===== src/rtl/cla_addsub_seq_if.sv =====
// Producer/consumer bundle for cla_addsub_seq: operand-word push side and result-word pop side.
interface cla_addsub_seq_if;
    logic        in_valid;
    logic        in_ready;
    logic [15:0] in1;
    logic [15:0] in2;
    logic        sub;
    logic        first;
    logic        last;
    logic        out_valid;
    logic        out_ready;
    logic [15:0] Sum;
    logic        Cout;
    logic        out_last;
    logic        ovf;
    logic        zero;
    logic        seq_err;

    modport master (
        output in_valid, in1, in2, sub, first, last, out_ready,
        input  in_ready, out_valid, Sum, Cout, out_last, ovf, zero, seq_err
    );

    modport slave (
        input  in_valid, in1, in2, sub, first, last, out_ready,
        output in_ready, out_valid, Sum, Cout, out_last, ovf, zero, seq_err
    );
endinterface


===== src/rtl/cla_addsub_seq.sv =====
// FIFO-buffered operand sequencer driving a 16-bit carry-look-ahead adder, one word per cycle,
// with carry chaining for multi-word add/sub. Define CLA_SEQ_FLAGS_EN to build ovf/zero flags.
module cla_addsub_seq #(
    parameter int unsigned FIFO_DEPTH = 4
) (
    input logic             clk,
    input logic             rst_n,
    cla_addsub_seq_if.slave bus
);

    localparam int unsigned ADDR_W   = (FIFO_DEPTH > 2) ? $clog2(FIFO_DEPTH) : 1;
    localparam logic [ADDR_W:0] FULL_CNT = (ADDR_W + 1)'(FIFO_DEPTH);

    typedef struct packed {
        logic [15:0] a;
        logic [15:0] b;
        logic        sub;
        logic        first;
        logic        last;
    } entry_t;

    typedef enum logic {StIdle, StChain} state_e;

    // Carries c[0..4] of a 4-bit look-ahead block; reused at the group level.
    function automatic logic [4:0] cla4(input logic [3:0] g, input logic [3:0] p, input logic c0);
        logic [4:0] c;
        c[0] = c0;
        c[1] = g[0] | (p[0] & c0);
        c[2] = g[1] | (p[1] & g[0]) | (p[1] & p[0] & c0);
        c[3] = g[2] | (p[2] & g[1]) | (p[2] & p[1] & g[0]) | (p[2] & p[1] & p[0] & c0);
        c[4] = g[3] | (p[3] & g[2]) | (p[3] & p[2] & g[1]) | (p[3] & p[2] & p[1] & g[0])
             | (&p & c0);
        return c;
    endfunction

    entry_t            mem [FIFO_DEPTH];
    logic [ADDR_W-1:0] wptr_q, rptr_q;
    logic [ADDR_W:0]   count_q;
    logic              full, push, pop;
    entry_t            head;

    state_e state_q, state_d;
    logic   carry_q, sub_q;
    logic   start, seq_err_d, op_sub, cin;

    logic [15:0] bx, g, p, carry, sum;
    logic [3:0]  grp_g, grp_p;
    logic [4:0]  grp_c, blk_c;
    logic        cout;

    logic        out_valid_q, cout_q, last_q, seq_err_q;
    logic [15:0] sum_q;

    // ---------------- input FIFO ----------------
    assign full         = (count_q == FULL_CNT);
    assign bus.in_ready = !full;
    assign push         = bus.in_valid && !full;
    assign pop          = (count_q != '0) && (!out_valid_q || bus.out_ready);
    assign head         = mem[rptr_q];

    always_ff @(posedge clk) begin
        if (push) begin
            mem[wptr_q] <= '{a: bus.in1, b: bus.in2, sub: bus.sub, first: bus.first,
                             last: bus.last};
        end
    end

    always_ff @(posedge clk or negedge rst_n) begin
        if (!rst_n) begin
            wptr_q  <= '0;
            rptr_q  <= '0;
            count_q <= '0;
        end else begin
            if (push) wptr_q <= wptr_q + ADDR_W'(1);
            if (pop)  rptr_q <= rptr_q + ADDR_W'(1);
            unique case ({push, pop})
                2'b10:   count_q <= count_q + (ADDR_W + 1)'(1);
                2'b01:   count_q <= count_q - (ADDR_W + 1)'(1);
                default: count_q <= count_q;
            endcase
        end
    end

    // ---------------- chain FSM ----------------
    always_ff @(posedge clk or negedge rst_n) begin
        if (!rst_n) state_q <= StIdle;
        else        state_q <= state_d;
    end

    // Any popped word leaves the chain open exactly when it is not the MSW.
    always_comb begin
        state_d = state_q;
        if (pop) state_d = head.last ? StIdle : StChain;
    end

    always_comb begin
        start     = 1'b1;
        seq_err_d = 1'b0;
        unique case (state_q)
            StIdle: begin
                start     = 1'b1;
                seq_err_d = !head.first;
            end
            StChain: begin
                start     = head.first;
                seq_err_d = head.first;
            end
        endcase
    end

    assign op_sub = start ? head.sub : sub_q;
    assign cin    = start ? head.sub : carry_q;
    assign bx     = op_sub ? ~head.b : head.b;

    // ---------------- 16-bit carry-look-ahead adder ----------------
    always_comb begin
        g     = head.a & bx;
        p     = head.a ^ bx;
        grp_g = '0;
        grp_p = '0;
        carry = '0;
        blk_c = '0;
        for (int k = 0; k < 4; k++) begin
            blk_c    = cla4(g[4*k +: 4], p[4*k +: 4], 1'b0);
            grp_g[k] = blk_c[4];
            grp_p[k] = &p[4*k +: 4];
        end
        grp_c = cla4(grp_g, grp_p, cin);
        for (int k = 0; k < 4; k++) begin
            blk_c            = cla4(g[4*k +: 4], p[4*k +: 4], grp_c[k]);
            carry[4*k +: 4] = blk_c[3:0];
        end
        sum  = p ^ carry;
        cout = grp_c[4];
    end

    // ---------------- chain state and output register ----------------
    always_ff @(posedge clk or negedge rst_n) begin
        if (!rst_n) begin
            carry_q     <= 1'b0;
            sub_q       <= 1'b0;
            out_valid_q <= 1'b0;
            sum_q       <= '0;
            cout_q      <= 1'b0;
            last_q      <= 1'b0;
            seq_err_q   <= 1'b0;
        end else if (pop) begin
            carry_q     <= cout;
            if (start) sub_q <= head.sub;
            out_valid_q <= 1'b1;
            sum_q       <= sum;
            cout_q      <= cout;
            last_q      <= head.last;
            seq_err_q   <= seq_err_d;
        end else if (bus.out_ready) begin
            out_valid_q <= 1'b0;
        end
    end

    assign bus.out_valid = out_valid_q;
    assign bus.Sum       = sum_q;
    assign bus.Cout      = cout_q;
    assign bus.out_last  = last_q;
    assign bus.seq_err   = seq_err_q;

`ifdef CLA_SEQ_FLAGS_EN
    logic zero_q, ovf_q, zero_out_q;
    logic ovf_d, zero_d;

    assign ovf_d  = (head.a[15] == bx[15]) && (sum[15] != head.a[15]);
    assign zero_d = (sum == '0) && (start || zero_q);

    always_ff @(posedge clk or negedge rst_n) begin
        if (!rst_n) begin
            zero_q     <= 1'b0;
            ovf_q      <= 1'b0;
            zero_out_q <= 1'b0;
        end else if (pop) begin
            zero_q     <= zero_d;
            ovf_q      <= ovf_d;
            zero_out_q <= zero_d;
        end
    end

    assign bus.ovf  = ovf_q;
    assign bus.zero = zero_out_q;
`else
    assign bus.ovf  = 1'b0;
    assign bus.zero = 1'b0;
`endif

endmodule

===== src/flat_wrapper.sv =====
// flat-port wrapper written by rule: the top's interface ports become plain ports
module cla_addsub_seq_flat 
#(
    parameter int unsigned FIFO_DEPTH = 4
)
  (clk, rst_n, bus_in_valid, bus_in1, bus_in2, bus_sub, bus_first, bus_last, bus_out_ready, bus_in_ready, bus_out_valid, bus_Sum, bus_Cout, bus_out_last, bus_ovf, bus_zero, bus_seq_err);
  cla_addsub_seq_if bus_i ();
  input logic clk;
  input logic rst_n;
  input wire logic [$bits(bus_i.in_valid)-1:0] bus_in_valid;
  input wire logic [$bits(bus_i.in1)-1:0] bus_in1;
  input wire logic [$bits(bus_i.in2)-1:0] bus_in2;
  input wire logic [$bits(bus_i.sub)-1:0] bus_sub;
  input wire logic [$bits(bus_i.first)-1:0] bus_first;
  input wire logic [$bits(bus_i.last)-1:0] bus_last;
  input wire logic [$bits(bus_i.out_ready)-1:0] bus_out_ready;
  output wire logic [$bits(bus_i.in_ready)-1:0] bus_in_ready;
  output wire logic [$bits(bus_i.out_valid)-1:0] bus_out_valid;
  output wire logic [$bits(bus_i.Sum)-1:0] bus_Sum;
  output wire logic [$bits(bus_i.Cout)-1:0] bus_Cout;
  output wire logic [$bits(bus_i.out_last)-1:0] bus_out_last;
  output wire logic [$bits(bus_i.ovf)-1:0] bus_ovf;
  output wire logic [$bits(bus_i.zero)-1:0] bus_zero;
  output wire logic [$bits(bus_i.seq_err)-1:0] bus_seq_err;
  assign bus_i.in_valid = bus_in_valid;
  assign bus_i.in1 = bus_in1;
  assign bus_i.in2 = bus_in2;
  assign bus_i.sub = bus_sub;
  assign bus_i.first = bus_first;
  assign bus_i.last = bus_last;
  assign bus_i.out_ready = bus_out_ready;
  assign bus_in_ready = bus_i.in_ready;
  assign bus_out_valid = bus_i.out_valid;
  assign bus_Sum = bus_i.Sum;
  assign bus_Cout = bus_i.Cout;
  assign bus_out_last = bus_i.out_last;
  assign bus_ovf = bus_i.ovf;
  assign bus_zero = bus_i.zero;
  assign bus_seq_err = bus_i.seq_err;
  cla_addsub_seq #(.FIFO_DEPTH(FIFO_DEPTH)) u_core (.clk(clk), .rst_n(rst_n), .bus(bus_i));
endmodule

===== config.mk =====
export PLATFORM = sky130hd
export DESIGN_NAME = cla_addsub_seq_flat
export DESIGN_NICKNAME = d
export VERILOG_FILES = /design/src/rtl/cla_addsub_seq_if.sv /design/src/rtl/cla_addsub_seq.sv /design/src/flat_wrapper.sv
export SDC_FILE = /design/constraint.sdc
export NUM_CORES = 1
export LEC_CHECK = 0
export CORE_AREA = 2 2 158 160
export CTS_CLUSTER_SIZE = 40
export DETAILED_ROUTE_END_ITERATION = 10
export DIE_AREA = 0 0 160 162
export RECOVER_POWER = 100
export SYNTH_ARGS = -nofsm -noshare
export SYNTH_HDL_FRONTEND = slang
export SYNTH_SLANG_ARGS = --single-unit

===== constraint.sdc =====
create_clock -name clk -period 5 [get_ports clk]
set_input_delay 1 -clock clk [delete_from_list [all_inputs] [get_ports clk]]
set_output_delay 1 -clock clk [all_outputs]
set_load 0.005 [all_outputs]

==> metrics.md, run 1 <==
| Metric | Value |
|---|---|
| Cell with the largest stage delay on the worst path | `dfrtp_2` |
| Detail Route Antenna Nets | `0` |
| Number of synthesized flops with an enable pin | `140` |
| Antenna violations before repair | `0` |
| CTS tree | `done` |
| Clock latency on the worst-skew pair | `around 0.44 ns` |
| Initial drt markers | `295` |
| Area grow syn2layout | `21.09%` |
| CTS root buf | `clkbuf_16` |
| FFs w/ async S/R, synth | `between 10% and 20%` |
| DR top layer | `met4` |
| Synth warnings | `0` |
| Largest net degree at the start of global routing | `40` |
| GRT overflow | `0` |
| Failing checks | `capacitance limit, slew limit` |
| Post-CTS setup buffers | `0` |
| Maximum clock path buffer count | `2` |
| Overall routed net length | `around 15 mm` |
| Syn_area_per_cell | `around 17 sq um` |
| Initial DRT Pass Iterations | `5` |
| Least-Margin Pin Slew | `approximately 2 ns` |
| Post-synth cell types | `between 40 and 50` |
| Ports | `62` |
| # setup viols final | `0` |
| Layout cells sized above 1 | `14.23%` |
| Max incr delay on CP | `a little over 0.5 ns` |
| Min Tclk post-route | `between 4 and 5 ns` |
| Vias in the first global route | `about 4000` |
| M1 wire length | `6.833 mm` |
| PostCTS Resize Cnt | `0` |
| Sequential-to-total area share from yosys stat | `approximately two thirds` |
| Final hold violations | `0` |
| First-pass GRT wire length | `22.51 mm` |
| Critical path type | `reg2reg` |
| Wirelength per Cell | `around 18 um` |
| Total GRT Usage | `11.81%` |
| Htree depth | `4` |
| CP endpoint kind | `flop` |
| Slew headroom | `-34.05%` |
| Clock Skews | `about 0.019 ns` |
| Die Width | `about 160 um` |
| Setup TNS | `0 ns` |
| Die area | `~26000 sq um` |
| Status | `finished, violations left` |
| Met2 routed WL | `between 7 and 8 mm` |
| Worst endpoint required time | `about 5.2 ns` |
| Crit share post-route | `91.56%` |
| Crit-path max FO | `12` |
| Most frequent cells in the layout | `140 x edfxtp_1, 59 x dlygate4sd3_1, 37 x nand2_1, 34 x mux4_2, 28 x dfrtp_1` |
| Commonest non-fill, non-tap cell in the layout | `edfxtp_1` |
| Inserted Clock Buffers | `17` |
| CP Cell Sequence | `mux4_2 > inv_1 > ha_1 > or2_1 > o221ai_2 > buf_4 > xor2_1 > ha_1 > a21oi_1 > o21ai_0 > a41oi_1 > o31a_1 > nor2_1 > nor2_1 > fa_1 > xor2_1 > o21ai_0` |
| Fin. max-slew vios | `between 200 and 250` |
| Die height | `between 150 and 200 um` |
| Sink Count | `~170` |
| Fillers | `2325` |
| Max-Cap Viols | `6` |
| Reg clk slew, reported paths | `about 0.07 ns` |
| Syn Inst Count | `417` |
| CP arrival | `4.82 ns` |
| Biggest area consumer among synthesized cells | `edfxtp_1` |
| Metal3 WL | `621 um` |
| Post-synth top flop | `edfxtp_1` |
| Initial Util | `between 20% and 30%` |
| Core area | `24110 sq um` |
| Vias | `~3800` |
| Num rows | `57` |
| Antenna Cells | `0` |
| I/O Buffers | `59` |
| RSZ-0062 raised after global routing | `no` |
| Routability cong. | `0.7967` |
| CTS Hold Bufs | `0` |
| Share of the synthesized area in the top cell type | `58.52%` |
| Dpl hpwl | `roughly 9.5 mm` |
| Cell area after synthesis | `around 7200 sq um` |
| Hold crit path type | `reg2reg` |
| DR vias/cell | `4.649` |
| Synth area leaders | `edfxtp_1 59%, mux4_2 11%, dfrtp_1 10%, ha_1 3.8%, xor2_1 2.7%` |
| CP startpoint kind | `flop` |
| Final-stage net count | `roughly 550` |
| Fmax | `approximately 0.22 GHz` |
| Synth Register Bits | `169` |
| DRC viols | `0` |
==> sequential cells by signal, summed over array words and instances (netlist names) <==
signal and flops:
u_core.bus.out_valid 1, u_core.bus.Cout 1, u_core.bus.seq_err 1, u_core.rptr_q 2, u_core.count_q 3, u_core.sub_q 1
u_core.mem 140, u_core.state_q 1, u_core.bus.out_last 1, u_core.bus.Sum 16, u_core.wptr_q 2
==> worst paths after layout <==
kind,startpoint,to,slack (ns),depth (start not counted)
min in group asynchronous,rst_n,u_core.bus.out_last,1.53,2
max reg2reg,u_core.rptr_q[0],u_core.bus.Sum[13],0.42,17
min,u_core.bus.seq_err,u_core.bus.seq_err,0.47,2
max in group asynchronous,rst_n,u_core.rptr_q[0],2.35,2
max,u_core.rptr_q[0],u_core.bus.Sum[13],0.42,17
min reg2reg,u_core.bus.seq_err,u_core.bus.seq_err,0.47,2
==> cell families after synthesis <==
| family | Yosys count | synth area share, % |
|---|---|---|
| AO/OA/AOI/OAI | 49 | 4.824 |
| XOR/XNOR | 32 | 3.901 |
| adder cells (fa/ha/maj) | 27 | 5.225 |
| buffers and inverters | 33 | 2.107 |
| flip-flops | 169 | 68.62 |
| multiplexers | 36 | 10.94 |
| other | 1 | 0.05220 |
| AND/OR/NAND/NOR | 70 | 4.337 |
==> cells in the mapped netlist, drive strengths merged (2+ instances only) <==
cell type	number
a41oi	2
o21ai	18
ha	22
buf	8
inv	18
nor2	10
o221ai	2
clkbuf	7
nor3	6
mux2i	2
edfxtp	140
nand3	5
xor2	22
fa	5
nand2	37
a21o	2
o22ai	2
a21oi	7
and3	4
or4	2
mux4	34
dfrtp	29
xnor2	10
o21a	5
==> worst max-delay path: cells and delay by family, from the launching register on <==
kind                     cells  cell delay (ns)
AND/OR/NAND/NOR              3             0.42
XOR/XNOR                     2             0.25
multiplexers                 1             0.37
AO/OA/AOI/OAI                6             1.42
adder cells (fa/ha/maj)      3             1.03
buffers and inverters        2             0.37
flip-flops                   1             0.51
==> cell type report <==
cell class / instances / area, sq um / share of cell area (%)
inverters: 18 / 67.56 / 0.7766
clock buffers: 19 / 432.9 / 4.976
flip-flops and latches: 169 / 4931 / 56.68
clock inverters: 13 / 156.4 / 1.798
repair buffers: 64 / 620.6 / 7.134
multi-input cells: 216 / 2086 / 23.98
well taps: 324 / 405.4 / 4.660
==> per-stage QoR <==
| stage | setup WS, ns | hold slack [ns] | area, sq um | std cells | utilization (%) |
|---|---|---|---|---|---|
| after global placement | 0.7088 | 0.4610 | 8144 | 791 | 33.78 |
| after CTS | 0.4911 | 0.4831 | 8733 | 823 | 36.23 |
| after global routing | 0.06090 | 0.5137 | 8700 | 823 | 36.09 |
| after detailed placement | 0.4924 | 0.4667 | 8144 | 791 | 33.78 |
| after floorplan | 0.5539 | 0.4457 | 7188 | 418 | - |
| final | 0.4219 | 0.4695 | 8700 | 823 | 36.09 |
==> layer usage <==
| metal | global-route usage (%) | vias to the layer above |
|---|---|---|
| met4 | 4.873 | 0 |
| met3 | 3.090 | 16 |
| met5 | 0 | - |
| li1 | - | 1737 |
| met1 | 15.64 | 1970 |
| met2 | 18.60 | 103 |
Power of run 1 is left out: the tool's default activity adds up to more than one toggle a clock period on the data nets, which glitch-free logic cannot reach.
==> run 2, diff against run 1 <==
--- a/config.mk
+++ b/config.mk
@@ -5,10 +5,11 @@
 export SDC_FILE = /design/constraint.sdc
 export NUM_CORES = 1
 export LEC_CHECK = 0
-export CORE_AREA = 2 2 158 160
+export CORE_AREA = 2 2 123 125
 export CTS_CLUSTER_SIZE = 40
 export DETAILED_ROUTE_END_ITERATION = 10
-export DIE_AREA = 0 0 160 162
+export DIE_AREA = 0 0 125 127
+export PLACE_DENSITY = 0.7
 export RECOVER_POWER = 100
 export SYNTH_ARGS = -nofsm -noshare
 export SYNTH_HDL_FRONTEND = slang
==> metrics.md, run 2 (synthesis results as in run 1) <==
| Metric | Value |
|---|---|
| Hold_sp | `u_core.bus.Sum[8]` |
| Vias in the first global route | `3868 (-3.4%)` |
| CP endpoint kind | `flop` |
| DRC viols | `0 (unchanged)` |
| # setup viols final | `0 (unchanged)` |
| Final hold violations | `0 (unchanged)` |
| Overall routed net length | `12.93 mm (-12%)` |
| GRT met1 Usage | `22.70% (+7.1 points)` |
| CTS Hold Bufs | `0 (unchanged)` |
| Reg clk slew, reported paths | `0.07 ns (about the same)` |
| Slew headroom | `-55.87% (-22 points)` |
| Post-CTS setup buffers | `0 (unchanged)` |
| Crit share post-route | `90.16% (-1.4 points)` |
| Clock Skews | `0.007157 ns (-0.01175 ns)` |
| Routability cong. | `0.8762 (+10%)` |
| Detail Route Antenna Nets | `0 (unchanged)` |
| R2r startpoint | `u_core.rptr_q[0]` |
| I/O Buffers | `59 (unchanged)` |
| CTS tree | `done` |
| CP Cell Sequence | `mux4_2 > inv_1 > ha_1 > or2_0 > o221ai_2 > clkbuf_1 > xor2_1 > ha_1 > a21oi_1 > nand2_1 > a41oi_1 > o31a_1 > nor2_1 > nor2_1 > fa_1 > o21ai_0` |
| Fin. max-slew vios | `174 (-19%)` |
| Antenna Cells | `0 (unchanged)` |
| Critical path type | `reg2reg` |
| Most frequent cells in the layout | `140 x edfxtp_1, 59 x dlygate4sd3_1, 37 x nand2_1, 34 x mux4_2, 28 x dfrtp_1` |
| Busiest grt layer | `met2` |
| Status | `finished, violations left` |
| GRT overflow | `0 (unchanged)` |
| Core area | `14420 sq um (-40%)` |
| Initial drt markers | `213 (-28%)` |
| Inserted Clock Buffers | `17 (unchanged)` |
| Sink Count | `169 (unchanged)` |
| Area grow syn2layout | `19.09%` |
| Wirelength per Cell | `18.80 um (+5.0%)` |
| Antenna violations before repair | `0 (unchanged)` |
| Maximum clock path buffer count | `2 (unchanged)` |
| Max incr delay on CP | `0.65 ns (+0.14 ns)` |
| Hold crit path type | `reg2reg` |
| Min Tclk post-route | `4.508 ns (-0.07028 ns)` |
| Met3 GRT Util | `4.313% (+1.2 points)` |
| Crit. Startpoint | `u_core.rptr_q[0]` |
| Failing checks | `capacitance limit, slew limit` |
| Fmax | `0.2218 GHz (+1.6%)` |
| Die height | `127 um (-22%)` |
| Final-stage net count | `557 (+0.91%)` |
| CP arrival | `4.84 ns (+0.02 ns)` |
| First-pass GRT wire length | `20.79 mm (-7.7%)` |
| Die area | `15880 sq um (-39%)` |
| Largest net degree at the start of global routing | `40 (unchanged)` |
| Clock latency on the worst-skew pair | `0.43 ns (about the same)` |
| Fillers | `1074 (-54%)` |
| Total GRT Usage | `17.58% (+5.8 points)` |
| DR vias/cell | `5.435 (+17%)` |
| Initial DRT Pass Iterations | `4 (-1)` |
| Register with the most flip-flops | `u_core.mem` |
| Crit-path max FO | `11 (-1)` |
| Cell with the largest stage delay on the worst path | `o221ai_2` |
| Dpl hpwl | `8.346 mm (-12%)` |
| Ports | `62 (unchanged)` |
| Max-Cap Viols | `5 (-1)` |
| Initial Util | `49.81% (+20 points)` |
| Least-Margin Pin Slew | `2.338 ns (+0.3273 ns)` |
| CP startpoint kind | `flop` |
| Largest register FFs | `140 (unchanged)` |
| Layout cells sized above 1 | `14.88% (+0.65 points)` |
| Vias | `3739 (-2.3%)` |
| Htree depth | `4 (unchanged)` |
| Worst endpoint required time | `5.33 ns (+0.09 ns)` |
| Commonest non-fill, non-tap cell in the layout | `edfxtp_1` |
| CTS root buf | `clkbuf_16` |
| Die Width | `125 um (-22%)` |
| PostCTS Resize Cnt | `0 (unchanged)` |
| Setup TNS | `0 ns (unchanged)` |
| GR Layer Usage met2 | `28.68% (+10 points)` |
| RSZ-0062 raised after global routing | `no` |
| Num rows | `44 (-23%)` |
-- run 2: cell count changes in the layout (fill, tap and decap cells not counted), sizes merged --
cell / previous run / this run
clkinv: 1 / 4
clkbuf: 21 / 23
buf: 3 / 4
bufinv: 2 / 1
clkinvlp: 3 / 2
inv: 25 / 26
-- run 2: per-layer routing --
layer  part of all wire (%)  vias to the layer above
met5                      0                        -
li1                       -                     1750
met2                     50                       87
met4                    1.8                        0
met1                     44                     1884
met3                    4.8                       18
-- run 2: final timing paths --
check                                            end  slack [ns]  cells past startpoint
worst max-delay path              u_core.bus.Sum[12]        0.49                     16
worst min-delay path               u_core.bus.Sum[8]        0.48                      2
worst max register to register    u_core.bus.Sum[12]        0.49                     16
worst min register to register     u_core.bus.Sum[8]        0.48                      2
max in group asynchronous           u_core.rptr_q[0]        2.44                      2
min in group asynchronous       u_core.bus.out_valid        1.51                      2
-- run 2: final cells by class --
| cell class | instances | area, sq um | share of cell area [%] |
|---|---|---|---|
| clock buffer | 17 | 425.4 | 4.972 |
| clock inverter | 15 | 158.9 | 1.857 |
| inverter | 18 | 67.56 | 0.7897 |
| multi-input combinational | 216 | 2100 | 24.54 |
| sequential | 169 | 4931 | 57.63 |
| tap | 184 | 230.2 | 2.691 |
| timing repair buffer | 69 | 643.1 | 7.517 |
-- run 2: worst max-delay path, delay by kind of cell, from the launching register on --
family	cells	cell delay [ns]
DFF	1	0.51
and+or+nand+nor	4	0.56
buffers and inverters	2	0.40
muxes	1	0.37
adders and majority gates	3	0.93
xor gates and xnor gates	1	0.21
AOI/OAI and AO/OA	5	1.43
-- run 2: metrics by stage --
step | hold WS (ns) | worst slack (ns) | cells | util [%] | area [sq um]
after detailed placement | 0.4695 | 0.5048 | 656 | 55.47 | 8001
after floorplan | 0.4457 | 0.5539 | 418 | - | 7188
final | 0.4781 | 0.4922 | 688 | 59.32 | 8556
after global placement | 0.4617 | 0.6176 | 656 | 55.47 | 8001
after CTS | 0.4855 | 0.4863 | 688 | 59.52 | 8586
after global routing | 0.4959 | 0.1624 | 688 | 59.32 | 8556
Power of run 2 is left out for the same reason.
